<file path="src/rtl/bitonic_unloader_if.sv">
// Result stream from the bitonic unloader to the narrow result sink.
// The master drives data/valid/last; the slave drives ready.
interface bitonic_unloader_if #(
  parameter int DATA_WIDTH = 8
);
  logic [DATA_WIDTH-1:0] out_data;
  logic                  out_valid;
  logic                  out_last;
  logic                  out_ready;

  modport master (
    output out_data,
    output out_valid,
    output out_last,
    input  out_ready
  );

  modport slave (
    input  out_data,
    input  out_valid,
    input  out_last,
    output out_ready
  );
endinterface

</file>
<file path="src/rtl/bitonic_unloader.sv">
// Captures the sorter's packed result on done_in and streams its elements one per cycle
// over a valid/ready interface, with overrun detection for vectors arriving mid-stream.
module bitonic_unloader #(
  parameter int DATA_WIDTH  = 8,
  parameter int BLOCK_DEPTH = 1,
  parameter bit LSB_FIRST   = 1'b1
) (
  input  logic                                     clk,
  input  logic                                     reset,
  input  logic [(2**BLOCK_DEPTH)*DATA_WIDTH-1:0]   data_in,
  input  logic                                     done_in,
  bitonic_unloader_if.master                       out_if,
  output logic                                     busy,
  output logic                                     overrun
);

  localparam int N  = 2 ** BLOCK_DEPTH;
  localparam int IW = (BLOCK_DEPTH > 0) ? BLOCK_DEPTH : 1;
  localparam logic [IW-1:0] LAST_IDX = IW'(N - 1);

  typedef enum logic [1:0] {
    ST_IDLE       = 2'd0,
    ST_STREAM     = 2'd1,
    ST_WAIT_CLEAR = 2'd2
  } state_t;

  state_t                      state_reg, state_next;
  logic [IW-1:0]               index_reg, index_next;
  logic [N*DATA_WIDTH-1:0]     shadow_reg, shadow_next;
  logic                        done_q_reg;
  logic [DATA_WIDTH-1:0]       out_data_reg, out_data_next;
  logic                        out_valid_reg, out_valid_next;
  logic                        out_last_reg, out_last_next;
  logic                        busy_reg, busy_next;
  logic                        overrun_reg, overrun_next;

  logic                        capture;
  logic                        transfer;
  logic [IW-1:0]               sel;
  logic [DATA_WIDTH-1:0]       elem_next;
  logic [DATA_WIDTH-1:0]       in_elem   [N];
  logic [DATA_WIDTH-1:0]       hold_elem [N];

  // Element views of the incoming vector and of the captured copy.
  for (genvar gi = 0; gi < N; gi++) begin : g_elem
    assign in_elem[gi]   = data_in[DATA_WIDTH*gi +: DATA_WIDTH];
    assign hold_elem[gi] = shadow_reg[DATA_WIDTH*gi +: DATA_WIDTH];
  end

  always_ff @(posedge clk) begin
    if (reset) begin
      state_reg     <= ST_IDLE;
      index_reg     <= '0;
      shadow_reg    <= '0;
      done_q_reg    <= 1'b0;
      out_data_reg  <= '0;
      out_valid_reg <= 1'b0;
      out_last_reg  <= 1'b0;
      busy_reg      <= 1'b0;
      overrun_reg   <= 1'b0;
    end else begin
      state_reg     <= state_next;
      index_reg     <= index_next;
      shadow_reg    <= shadow_next;
      done_q_reg    <= done_in;
      out_data_reg  <= out_data_next;
      out_valid_reg <= out_valid_next;
      out_last_reg  <= out_last_next;
      busy_reg      <= busy_next;
      overrun_reg   <= overrun_next;
    end
  end

  always_comb begin
    state_next  = state_reg;
    index_next  = index_reg;
    shadow_next = shadow_reg;
    capture     = 1'b0;
    transfer    = out_valid_reg & out_if.out_ready;

    case (state_reg)
      ST_IDLE: begin
        if (done_in) begin
          capture     = 1'b1;
          shadow_next = data_in;
          index_next  = '0;
          state_next  = ST_STREAM;
        end
      end
      ST_STREAM: begin
        if (transfer) begin
          if (index_reg == LAST_IDX) begin
            // A still-high done means this vector is stale; wait for it to clear.
            state_next = done_in ? ST_WAIT_CLEAR : ST_IDLE;
          end else begin
            index_next = index_reg + IW'(1);
          end
        end
      end
      ST_WAIT_CLEAR: begin
        if (!done_in) state_next = ST_IDLE;
      end
      default: state_next = ST_IDLE;
    endcase

    // Outputs are registered, so they are derived from the next-cycle view;
    // on capture the new element comes straight from data_in.
    sel       = LSB_FIRST ? index_next : (LAST_IDX - index_next);
    elem_next = '0;
    for (int i = 0; i < N; i++) begin
      if (sel == IW'(i)) elem_next = capture ? in_elem[i] : hold_elem[i];
    end

    out_valid_next = (state_next == ST_STREAM);
    out_data_next  = out_valid_next ? elem_next : '0;
    out_last_next  = out_valid_next && (index_next == LAST_IDX);
    busy_next      = (state_next != ST_IDLE);
    overrun_next   = (state_reg == ST_STREAM) && done_in && !done_q_reg;
  end

  assign out_if.out_data  = out_data_reg;
  assign out_if.out_valid = out_valid_reg;
  assign out_if.out_last  = out_last_reg;
  assign busy             = busy_reg;
  assign overrun          = overrun_reg;

endmodule

</file>
<file path="src/flat_wrapper.sv">
// flat-port wrapper written by rule: the top's interface ports become plain ports
module bitonic_unloader_flat 
#(
  parameter int DATA_WIDTH  = 8,
  parameter int BLOCK_DEPTH = 1,
  parameter bit LSB_FIRST   = 1'b1
)
  (clk, reset, data_in, done_in, busy, overrun, out_if_out_data, out_if_out_valid, out_if_out_last, out_if_out_ready);
  bitonic_unloader_if #(.DATA_WIDTH(DATA_WIDTH)) out_if_i ();
  input  logic clk;
  input  logic reset;
  input  logic [(2**BLOCK_DEPTH)*DATA_WIDTH-1:0] data_in;
  input  logic done_in;
  output logic busy;
  output logic overrun;
  output wire logic [$bits(out_if_i.out_data)-1:0] out_if_out_data;
  output wire logic [$bits(out_if_i.out_valid)-1:0] out_if_out_valid;
  output wire logic [$bits(out_if_i.out_last)-1:0] out_if_out_last;
  input wire logic [$bits(out_if_i.out_ready)-1:0] out_if_out_ready;
  assign out_if_out_data = out_if_i.out_data;
  assign out_if_out_valid = out_if_i.out_valid;
  assign out_if_out_last = out_if_i.out_last;
  assign out_if_i.out_ready = out_if_out_ready;
  bitonic_unloader #(.DATA_WIDTH(DATA_WIDTH), .BLOCK_DEPTH(BLOCK_DEPTH), .LSB_FIRST(LSB_FIRST)) u_core (.clk(clk), .reset(reset), .data_in(data_in), .done_in(done_in), .out_if(out_if_i), .busy(busy), .overrun(overrun));
endmodule
</file>
<file path="config.mk">
export PLATFORM = sky130hd
export DESIGN_NAME = bitonic_unloader_flat
export DESIGN_NICKNAME = d
export VERILOG_FILES = /design/src/rtl/bitonic_unloader_if.sv /design/src/rtl/bitonic_unloader.sv /design/src/flat_wrapper.sv
export SDC_FILE = /design/constraint.sdc
export NUM_CORES = 1
export LEC_CHECK = 0
export CORE_AREA = 10 10 68 70
export DETAILED_ROUTE_END_ITERATION = 16
export DIE_AREA = 0 0 78 80
export PLACE_DENSITY_LB_ADDON = 0.3
export SLEW_MARGIN = 15
export SYNTH_ARGS = -nofsm -noshare
export SYNTH_HDL_FRONTEND = slang
export SYNTH_SLANG_ARGS = --single-unit
</file>
<file path="constraint.sdc">
create_clock -name clk -period 4 [get_ports clk]
set_input_delay 1.2 -clock clk [delete_from_list [all_inputs] [get_ports clk]]
set_output_delay 1.2 -clock clk [all_outputs]
set_load 0.02 [all_outputs]
</file>
==> impl_metrics.json, run 1 <==
{
  "synth_xor_xnor_area_share": 0,
  "detailed_place_hpwl_mm": 2.01,
  "yosys-top-cells-area": "sky130_fd_sc_hd__dfxtp_1 51%, sky130_fd_sc_hd__nor2_1 6.0%, sky130_fd_sc_hd__nand2_1 5.1%",
  "grtUsageTotal": 0.0968,
  "grt_start_max_net_pins": 21,
  "largest_register_ffs": 16,
  "clkSlewWorstSetupHoldPaths_ns": 0.10,
  "post-place-ws_ns": 0.694,
  "global_route.overflow_total": 0,
  "chipWidth_um": 78,
  "relative_max_transition_margin": 0.269,
  "crit_path_start_kind": "input port",
  "rsz0062_at_grt": "false",
  "die_height_um": 80,
  "timing.critical_path.buf_inv": 1,
  "register_area_share_after_synthesis": 0.509,
  "postSynthAreaPerCell_um2": 9.98,
  "ys_warn_count": 0,
  "total_number_of_clock_tree_sinks": 32,
  "master_cell_of_the_clock_root_buffer": "sky130_fd_sc_hd__clkbuf_4",
  "tns_ns": 0,
  "area_growth_pct": 28.6,
  "route.detailed.vias_per_inst": 4.74,
  "arrival_ns": 3.14,
  "postCtsSetupRepairBufs": 0,
  "synth_flop_cell": "sky130_fd_sc_hd__dfxtp_1",
  "tritoncts": "done",
  "worstPathRequired_ns": 4.22,
  "critPathTopFamily": "simple AND/OR/NAND/NOR gates",
  "yosys_register_bits": 32,
  "timing.reg2reg.setup_slack_ns": 1.96,
  "num_rows": 21,
  "timing.rr.start": "u_core.state_reg[0]",
  "cp_slowest_stage_delay_ns": 0.72,
  "crit_path_max_fanout": 16,
  "synth_most_common_cell": "sky130_fd_sc_hd__dfxtp_1",
  "detail_route.drc_violations": 0,
  "gpl.final_weighted_congestion": 0.721,
  "timing_hold_violations_final": 0,
  "end_point_of_the_worst_hold_path": "u_core.overrun",
  "max-vdd-ir-drop_mv": 0.170,
  "synth_fa_ha_area_frac": 0,
  "wl_per_cell_um": 13.9,
  "cpMaxStageDelayCell": "sky130_fd_sc_hd__or3b_1",
  "placement.cell_area_um2": 1560,
  "hold_path_startpoint": "u_core.done_q_reg",
  "drive_above_1_share": 0.108,
  "cts.repair.resized": 0,
  "final_clock_period_utilization_by_the_worst_path": 0.731,
  "holdBufCountCts": 0,
  "synth_area_leader_cell": "sky130_fd_sc_hd__dfxtp_1",
  "ys_top_cells_by_count": "32 x sky130_fd_sc_hd__dfxtp_1, 20 x sky130_fd_sc_hd__nor2_1, 17 x sky130_fd_sc_hd__nand2_1, 9 x sky130_fd_sc_hd__a21oi_1, 8 x sky130_fd_sc_hd__nor3_1",
  "slew_limit_fails": 0,
  "crit_path_cell_trace": "clkdlybuf4s50_1, or3b_1, mux2i_4, a2111oi_2",
  "dominant_combinational_cell_family_by_area_after_synthesis": "simple AND/OR/NAND/NOR gates",
  "ff2ff_path_depth": 3,
  "ant_nets": 0,
  "tightest_slew_ns": 1.09,
  "layout_utilization": 0.492,
  "final_non_filler_cell_area_um2": 1620,
  "syn_area_um2": 1260,
  "number_of_distinct_library_cell_variants_in_the_gate_level_netlist_after_synthesis": 28,
  "clock-skew-final_ns": 0.00839,
  "n_fill_cell": 331,
  "powerDensity_nw_per_um2": 391,
  "synth_compound_area_frac": 0.126,
  "fin_nets": 176,
  "finalSetupViolCount": 0,
  "synth_enable_flop_cells": 0,
  "maxClockFrequency_mhz": 342,
  "antennaDiodeCount": 0,
  "initial_antenna_violation_count": 0,
  "r2r_end": "u_core.out_if.out_data[2]",
  "drv_cap": 0,
  "crit_cells": 4,
  "setup.worst_path.class": "in -> reg",
  "clock_latency_ns": 0.33,
  "totalWireLength_mm": 2.82,
  "cts_made_buffers": 5,
  "drt_pass1_iterations": 4,
  "layout_min_cycle_time_ns": 2.92,
  "routed-via-count": 963,
  "pin_count": 32,
  "initial_utilization": 0.383,
  "synth_largest_type_area_fraction": 0.509,
  "grt_pass1_wl_mm": 4.73,
  "ys_async_sr_fraction": 0,
  "post_synth_inst_count": 126,
  "coreArea_um2": 3280,
  "post_synth_mux_area_share": 0.0856,
  "port_buffers": 31,
  "synthSimpleGateAreaFrac": 0.205,
  "first_global_vias": 990,
  "die_area_um2": 6240,
  "drt_first_iter_violations": 48,
  "h-tree-depth": 2,
  "run_status": "complete, no violations",
  "clock_tree.buffer_depth": 2,
  "postLayoutSetupSlackWorst_ns": 1.08,
  "hold_path_class": "reg -> reg",
  "worst_hold_path.num_cells": 1,
  "end_kind": "register",
  "p_leak_uw": 0.000636,
  "synth_nets": 146
}
==> worst reg2reg max path, stage by stage, from the launching register on <==
cell and delay, ns:
sky130_fd_sc_hd__dfxtp_1 0.59, sky130_fd_sc_hd__or3b_1 0.72, sky130_fd_sc_hd__mux2i_1 0.20, sky130_fd_sc_hd__a2111oi_0 0.41
==> where the power goes <==
group / switching (uW) / internal (uW)
registers: 10.6 / 337
logic: 46.2 / 48.2
clock network: 106 / 83.5
total: 163 / 469
==> routing by layer <==
metal	vias to the layer above	wire length, um	GRT usage	share of wire
li1	495	-	-	-
met1	444	1260	0.105	0.45
met2	22	1340	0.156	0.48
met3	2	195	0.0552	0.069
met4	0	19	0.0323	0.0067
met5	-	0	0	0
==> how the worst max path moves through the flow <==
stage / start / end / slack (ns)
after detailed placement: done_in / u_core.out_if.out_data[7] / 0.69
after floorplan: done_in / u_core.out_if.out_data[1] / 1.60
after CTS: done_in / u_core.out_if.out_data[7] / 1.06
final: done_in / u_core.out_if.out_data[7] / 1.08
after global routing: done_in / u_core.out_if.out_data[5] / 0.85
after global placement: done_in / u_core.out_if.out_data[3] / 0.75
==> layout make-up <==
type	count	area, um^2	share of cell area
clock buffer	6	51.3	0.0317
clock inverter	2	10.0	0.00619
inverter	4	15.0	0.00929
multi-input combinational	81	524	0.324
sequential	32	641	0.396
tap	46	57.6	0.0356
timing repair buffer	32	318	0.197
==> cells in the final DEF, fill, tap and decap left out, drive strengths merged <==
master	instances
inv	3
clkdlybuf4s50	31
nor3b	1
nor3	8
nand2	17
dfxtp	32
or3b	1
o211a	1
mux2i	8
nand4	1
buf	1
o211ai	1
clkbuf	6
a21oi	9
clkinv	3
nand4b	1
mux2	1
nor2	20
nor4b	1
nand2b	1
nor2b	1
a2111oi	8
a211oi	1
==> stage by stage <==
stage | std cells | power [uW] | hold slack, ns
floorplan | 126 | 411 | 0.376
global placement | 195 | 448 | 0.380
detailed placement | 195 | 451 | 0.394
CTS | 203 | 641 | 0.408
global route | 203 | 671 | 0.425
finish | 203 | 632 | 0.407
==> cells by family (layout without fill, tap and decap cells) <==
| logic type | after synthesis | after routing |
|---|---|---|
| flops | 32 | 32 |
| compound gates | 20 | 20 |
| mux | 9 | 9 |
| simple gates | 52 | 52 |
| buf+inv | 13 | 44 |
(Power assumes the default switching activity.)
==> inputs of run 2 (changes only) <==
==> constraint.sdc (replaced) <==
create_clock -name clk -period 2.6 [get_ports clk]
set_input_delay 0.78 -clock clk [delete_from_list [all_inputs] [get_ports clk]]
set_output_delay 0.78 -clock clk [all_outputs]
set_load 0.02 [all_outputs]
==> run 2 against run 1 <==
Design area up 2.5%. Worst setup slack worse by 0.70 ns. Sequential share of layout area shrank 0.96 points. Worst hold slack got worse by 0.013 ns. Combinational power up 63%. Count of clock-buffer cells in the layout grew 2. Global-route usage is 0.25 points lower.
==> impl_metrics.json, run 2 (synthesis gave the netlist of run 1 again) <==
{
  "powerDensity_nw_per_um2": 589,
  "cp_slowest_stage_delay_ns": 0.47,
  "ant_nets": 0,
  "first_global_vias": 991,
  "chipWidth_um": 78,
  "crit_path_max_fanout": 16,
  "dr.max_layer_used": "met4",
  "p_leak_uw": 0.000655,
  "die_area_um2": 6240,
  "crit_path_cell_trace": "clkdlybuf4s50_1, or3b_1, buf_12, mux2i_1, a2111oi_0",
  "area_growth_pct": 31.7,
  "cts_made_buffers": 5,
  "drt-met1-wl_mm": 1.26,
  "num_rows": 21,
  "end_point_of_the_worst_hold_path": "u_core.overrun",
  "met2RoutedLength_mm": 1.29,
  "run_status": "complete, no violations",
  "holdBufCountCts": 0,
  "rsz0062_at_grt": "false",
  "largest_register_ffs": 16,
  "h-tree-depth": 2,
  "total_number_of_clock_tree_sinks": 32,
  "clkSlewWorstSetupHoldPaths_ns": 0.09,
  "grt_start_max_net_pins": 18,
  "drt_first_iter_violations": 59,
  "hold_path_startpoint": "u_core.done_q_reg",
  "drt_pass1_iterations": 3,
  "final_non_filler_cell_area_um2": 1660,
  "placement.cell_area_um2": 1600,
  "detailed_place_hpwl_mm": 2.00,
  "port_buffers": 31,
  "cts.repair.resized": 0,
  "antennaDiodeCount": 0,
  "global_route.overflow_total": 0,
  "crit_path_start_kind": "input port",
  "layout_common_cells": "32 x sky130_fd_sc_hd__dfxtp_1, 31 x sky130_fd_sc_hd__clkdlybuf4s50_1, 20 x sky130_fd_sc_hd__nor2_1",
  "drv_cap": 0,
  "die_height_um": 80,
  "grtUsageTotal": 0.0943,
  "relative_max_transition_margin": 0.718,
  "postCtsSetupRepairBufs": 0,
  "max-vdd-ir-drop_mv": 0.234,
  "totalWireLength_mm": 2.76,
  "coreArea_um2": 3280,
  "master_cell_of_the_clock_root_buffer": "sky130_fd_sc_hd__clkbuf_4",
  "wl_met3_um": 179,
  "setup.worst_path.class": "in -> reg",
  "timing_hold_violations_final": 0,
  "final_clock_period_utilization_by_the_worst_path": 0.855,
  "initial_utilization": 0.383,
  "r2r_end": "u_core.out_if.out_data[5]",
  "drive_above_1_share": 0.118,
  "hold_path_class": "reg -> reg",
  "routed-via-count": 968,
  "arrival_ns": 2.41,
  "wl_per_cell_um": 13.3,
  "detail_route.drc_violations": 0,
  "clock_latency_ns": 0.32,
  "ff2ff_path_depth": 4,
  "gpl.final_weighted_congestion": 0.691,
  "cpMaxStageDelayCell": "sky130_fd_sc_hd__clkdlybuf4s50_1",
  "initial_antenna_violation_count": 0,
  "end_kind": "register",
  "worst_hold_path.num_cells": 1,
  "layout_min_cycle_time_ns": 2.22,
  "timing.rr.start": "u_core.state_reg[0]",
  "clock-skew-final_ns": 0.00835,
  "layout.cells.most_common": "sky130_fd_sc_hd__dfxtp_1",
  "tritoncts": "done",
  "tns_ns": 0,
  "clock_tree.buffer_depth": 2,
  "route.detailed.vias_per_inst": 4.68,
  "slew_limit_fails": 0,
  "fin_nets": 180,
  "timing.reg2reg.setup_slack_ns": 0.82,
  "tightest_slew_ns": 0.413,
  "maxClockFrequency_mhz": 450,
  "worstPathRequired_ns": 2.79,
  "pin_count": 32,
  "grt_pass1_wl_mm": 4.74,
  "finalSetupViolCount": 0
}
-- run 2: cell types whose count changed in the layout (fill, tap and decap cells not counted) --
cell	change
sky130_fd_sc_hd__buf_4	+3
sky130_fd_sc_hd__clkinv_2	-2
sky130_fd_sc_hd__buf_12	+1
sky130_fd_sc_hd__clkbuf_1	+2
-- run 2: power by group --
part	leakage (uW)	internal, uW	total, uW	switching (uW)
Clock	0.0000326	133	286	153
Sequential	0.000263	518	534	15.7
Combinational	0.000360	81.6	154	72.9
-- run 2: how the worst max path moves through the flow --
stage | startpoint | end | slack, ns
floorplan | done_in | u_core.out_if.out_data[1] | 0.62
global placement | done_in | u_core.out_if.out_data[2] | 0.14
detailed placement | done_in | u_core.out_if.out_data[5] | 0.01
CTS | done_in | u_core.out_if.out_data[5] | 0.36
global route | done_in | u_core.out_if.out_data[5] | 0.34
finish | done_in | u_core.out_if.out_data[5] | 0.38
-- run 2: worst max-delay path: cells and delay by family --
| kind | cells | cell delay, ns |
|---|---|---|
| AO/OA/AOI/OAI | 1 | 0.45 |
| multiplexers | 1 | 0.13 |
| AND/OR/NAND/NOR | 1 | 0.40 |
| buffers and inverters | 2 | 0.65 |
-- run 2: metrics by stage --
step,power (uW),setup slack [ns],hold WS [ns],instances,util
CTS,992,0.358,0.400,207,0.504
global route,1030,0.335,0.425,207,0.504
detailed placement,702,0.0127,0.387,199,0.486
global placement,700,0.145,0.380,199,0.486
floorplan,633,0.621,0.376,126,-
finish,975,0.376,0.394,207,0.504
-- run 2: area by class of cell --
class	count	area (um^2)
Tap cell	46	57.6
Fill cell	315	1630
Multi-Input combinational cell	81	524
Sequential cell	32	641
Inverter	4	15.0
Clock buffer	8	58.8
Timing Repair Buffer	36	360
-- run 2: metal layers --
layer  GRT usage  vias up
met2       0.148       21
li1            -      505
met5           0        -
met3      0.0473        5
met4      0.0323        0
met1       0.109      437
==> RTL edit 1: new RTL, flow settings as in run 1 <==
Take the reset off `out_data_reg` and load it in a clocked block of its own.
--- a/src/rtl/bitonic_unloader.sv
+++ b/src/rtl/bitonic_unloader.sv
@@ -55,3 +55,2 @@
       done_q_reg    <= 1'b0;
-      out_data_reg  <= '0;
       out_valid_reg <= 1'b0;
@@ -65,3 +64,2 @@
       done_q_reg    <= done_in;
-      out_data_reg  <= out_data_next;
       out_valid_reg <= out_valid_next;
@@ -71,2 +69,6 @@
     end
+  end
+
+  always_ff @(posedge clk) begin
+    out_data_reg <= out_data_next;
   end
Function: changed (Yosys sat finds a counterexample within 4 cycles, from zero or initial values and one cycle with reset high).
==> RTL edit 1 against run 1 <==
- global-route usage grew 0.60 points
- worst setup slack gained 210 ps
- sequential cell count is the same
- design area grew 1.5%
- area after synthesis shrank 0.20%
- register-to-register slack gained 340 ps
- power grew 4.8%
- wire length grew 5.8%
- clock power grew 6%
- fmax grew 7.8%
==> RTL edit 1: results (changes against run 1) <==
Outcome
Result of the run: finished, final reports clean (unchanged).

Logic synthesis
The post-synthesis net count is 168 (was 146). Top cells by count, synth: 34 x sky130_fd_sc_hd__nand2_1, 32 x sky130_fd_sc_hd__dfxtp_1, 23 x sky130_fd_sc_hd__a21oi_1 (was 32 x sky130_fd_sc_hd__dfxtp_1, 20 x sky130_fd_sc_hd__nor2_1, 17 x sky130_fd_sc_hd__nand2_1). Most area-consuming cells after synthesis: sky130_fd_sc_hd__dfxtp_1 51%, sky130_fd_sc_hd__nand2_1 10%, sky130_fd_sc_hd__a21oi_1 9.2% (was sky130_fd_sc_hd__dfxtp_1 51%, sky130_fd_sc_hd__nor2_1 6.0%, sky130_fd_sc_hd__nand2_1 5.1%). The sequential area share after synthesis came to 51.0% (was 50.9%). The post-synthesis cell type count is 25 (was 28).

Power and ir drop
The worst supply voltage drop on vdd is 0.169 mV (was 0.170 mV). The leakage power total is 0.633 nW (was 0.636 nW).

GRT
The number of global-route vias before repair was 1097 (was 990). The maximum number of pins on one net before global-route repair is 25 (was 21). The global-route wire length before repair is 5100 um (was 4730 um). The total track usage is 10.3% (was 9.68%).

Detailed routing
The routed wire length is 2980 um (was 2820 um). The detail-routed net length per standard cell is 13.4 um (was 13.9 um). The per-cell via count in the routed design is 4.78 (was 4.74). The first-iteration detailed-routing DRC count is 119 (was 48).

STA
The worst relative slew slack is 43.9% (was 26.9%). The clock skew was 3.39 ps (was 8.39 ps).

Clock network
The maximum clock insertion buffer count is 2 (unchanged).

Finish
The share of final-layout standard cells stronger than drive strength 1 is 10.7% (was 10.8%). The final cell utilization of the core is 50.0% (was 49.2%). The number of nets in the final layout is 197 (was 176). The number of inserted filler cells in the final layout is 336 (was 331).

Place
The number of placed instances with taps included is 216 (was 195). The placement-stage worst setup slack is 952 ps (was 694 ps). The final weighted congestion of routability-driven global placement is 0.743 (was 0.721).

Critical path
The data arrival time of the critical path came to 2890 ps (was 3140 ps). The maximum fanout encountered on the critical timing path is 24 (was 16).
RTL edit 1: critical path, delay by kind of cell:
kind	cells	cell delay [ps]
AOI/OAI and AO/OA	2	400
and+or+nand+nor	1	710
buffers and inverters	1	570
RTL edit 1: worst paths after layout:
kind / start / endpoint / slack [ps] / cells past startpoint
setup reg to reg: u_core.state_reg[0]$_SDFF_PP0_ / u_core.out_if.out_data[0]$_SDFF_PP0_ / 2300 / 3
hold reg to reg: u_core.done_q_reg$_SDFF_PP0_ / u_core.overrun$_SDFF_PP0_ / 420 / 1
setup / recovery: done_in / u_core.out_if.out_data[0]$_SDFF_PP0_ / 1290 / 4
hold / removal: u_core.done_q_reg$_SDFF_PP0_ / u_core.overrun$_SDFF_PP0_ / 420 / 1
RTL edit 1: cells by family after synthesis:
logic type,share of synthesized area (%)
flip-flops,51.0
AND/OR/NAND/NOR,22.2
XOR/XNOR,0.698
multiplexers,0.897
AO/OA/AOI/OAI,17.8
buffers and inverters,7.28
RTL edit 1: layout make-up:
| type | count | share of cell area (%) |
|---|---|---|
| inverter | 10 | 2.29 |
| sequential | 32 | 39.0 |
| tap | 46 | 3.51 |
| timing repair buffer | 32 | 19.4 |
| clock buffer | 7 | 3.96 |
| multi-input combinational | 96 | 31.9 |
RTL edit 1: per-layer routing:
layer / wire length (um) / up-vias / track usage (%) / part of all wire [%]
met5: 0 / - / 0 / 0
met4: 83 / 0 / 6.99 / 2.8
met3: 115 / 8 / 3.04 / 3.9
met2: 1420 / 21 / 16.7 / 48
met1: 1360 / 485 / 11.4 / 46
li1: - / 553 / - / -
RTL edit 1: power breakdown:
| part | switching [mW] | leakage, nW | internal, mW | total [mW] |
|---|---|---|---|---|
| combinational | 0.0529 | 0.333 | 0.0563 | 0.109 |
| clock | 0.102 | 0.0374 | 0.0996 | 0.201 |
| sequential | 0.0115 | 0.263 | 0.340 | 0.351 |
==> RTL edit 2: new RTL, flow settings as in run 1 <==
Made on the original files. `DATA_WIDTH` is set to 8 in 3 places; all go to 10.
--- a/src/rtl/bitonic_unloader_if.sv
+++ b/src/rtl/bitonic_unloader_if.sv
@@ -3,3 +3,3 @@
 interface bitonic_unloader_if #(
-  parameter int DATA_WIDTH = 8
+  parameter int DATA_WIDTH = 10
 );
--- a/src/rtl/bitonic_unloader.sv
+++ b/src/rtl/bitonic_unloader.sv
@@ -3,3 +3,3 @@
 module bitonic_unloader #(
-  parameter int DATA_WIDTH  = 8,
+  parameter int DATA_WIDTH  = 10,
   parameter int BLOCK_DEPTH = 1,
--- a/src/flat_wrapper.sv
+++ b/src/flat_wrapper.sv
@@ -3,3 +3,3 @@
 #(
-  parameter int DATA_WIDTH  = 8,
+  parameter int DATA_WIDTH  = 10,
   parameter int BLOCK_DEPTH = 1,
Ports: changed (resized data_in and out_if_out_data); port bits go from 32 to 38. No check against the original RTL was run, so the function may have changed too.
==> RTL edit 2 against run 1 <==
- first-iteration DRC count grew 98%
- register-to-register slack lost 60 ps
- via count grew 18%
- sequential cell count grew 6
- wire length grew 13%
- worst setup slack gained 28 ps
- largest power group unchanged
- global-route usage grew 0.81 points
- worst hold slack lost 12 ps
- utilization grew 8.2 points
- power grew 13%
- die area is the same
- area after synthesis grew 16%
- synthesized cell count grew 19%
- design area grew 17%
==> RTL edit 2: results (changes against run 1) <==
Outcome
Result of the run: finished, final reports clean (unchanged).

Critical path
The endpoint of the most critical register-to-register path is u_core.out_if.out_data[5]$_SDFF_PP0_ (was u_core.out_if.out_data[2]$_SDFF_PP0_). The maximum fanout encountered on the critical timing path is 12 (was 16). The launching instance or port of the critical path is out_if_out_ready (was done_in). The highest cell delay on the worst timing path was 540 ps (was 720 ps).

The library cell contributing the largest single delay on the critical path is sky130_fd_sc_hd__a2111oi_1 (was sky130_fd_sc_hd__or3b_1). The data arrival time of the critical path is 3090 ps (was 3140 ps).

Finish
The number of inserted filler cells in the final layout was 309 (was 331). The share of final-layout standard cells stronger than drive strength 1 is 10.8% (about the same). The number of nets in the final layout was 210 (was 176).

The area growth from synthesis to final layout is 29.4% (was 28.6%). The flip-flop count of the largest register after layout was 20 (was 16).

Detailed routing
The via count is 1140 (was 963). The first-iteration detailed-routing DRC count came to 95 (was 48). The routed wire length is 3180 um (was 2820 um). The detail-routed net length per standard cell is 13.7 um (was 13.9 um).

Logic synthesis
The post-synthesis net count is 174 (was 146). The mean area per synthesized cell is 9.72 sq um (was 9.98 sq um). The share of cell area taken by muxes after synthesis is 7.64% (was 8.56%). The post-synthesis cell type count was 25 (was 28).

The sequential area share after synthesis is 52.2% (was 50.9%). The post-synthesis compound-gate area fraction is 15.0% (was 12.6%).

Power and ir drop
The worst supply voltage drop on vdd is 0.170 mV (about the same). The cell-internal power came to 0.538 mW (was 0.469 mW). The leakage power total is 0.738 nW (was 0.636 nW).

Place
The post-DP HPWL was 2360 um (was 2010 um). The final weighted congestion of routability-driven global placement was 0.764 (was 0.721). The placement-stage worst setup slack was 768 ps (was 694 ps). The post-placement cell area came to 0.00184 sq mm (was 0.00156 sq mm).

The total of buffers placed on input and output ports is 37 (was 31).

GRT
The total track usage is 10.5% (was 9.68%). The maximum number of pins on one net before global-route repair is 25 (was 21). The global-route wire length before repair came to 5190 um (was 4730 um).

STA
The final hold slack is 395 ps (was 407 ps). The clock period minus final worst setup slack is 2900 ps (was 2920 ps). The worst relative slew slack was 55.6% (was 26.9%). The timing-limited maximum frequency was 345 MHz (was 342 MHz). The clock skew came to 8.62 ps (was 8.39 ps).
RTL edit 2: logic make-up after synthesis:
kind of cell	count (synthesis)
AOI/OAI and AO/OA	24
buffers and inverters	15
DFF	38
muxes	11
and+or+nand+nor	62
RTL edit 2: layout make-up:
class	instances	share of cell area, %
sequential	38	40.3
multi-input combinational	97	32.3
timing repair buffer	40	20.8
tap	46	3.05
clock buffer	6	2.72
inverter	4	0.796
RTL edit 2: power groups by stage:
| stage | Combinational, mW | Clock [mW] | Sequential (mW) |
|---|---|---|---|
| global route | 0.125 | 0.209 | 0.414 |
| CTS | 0.116 | 0.194 | 0.411 |
| global placement | 0.113 | 0 | 0.419 |
| detailed placement | 0.116 | 0 | 0.420 |
| floorplan | 0.0593 | 0 | 0.428 |
| finish | 0.115 | 0.189 | 0.411 |
RTL edit 2: metal layers:
metal | track usage (%) | share of wire [%]
met5 | 0 | 0
met4 | 4.48 | 2.2
met3 | 5.52 | 6.8
met2 | 15.9 | 45
met1 | 12.1 | 46
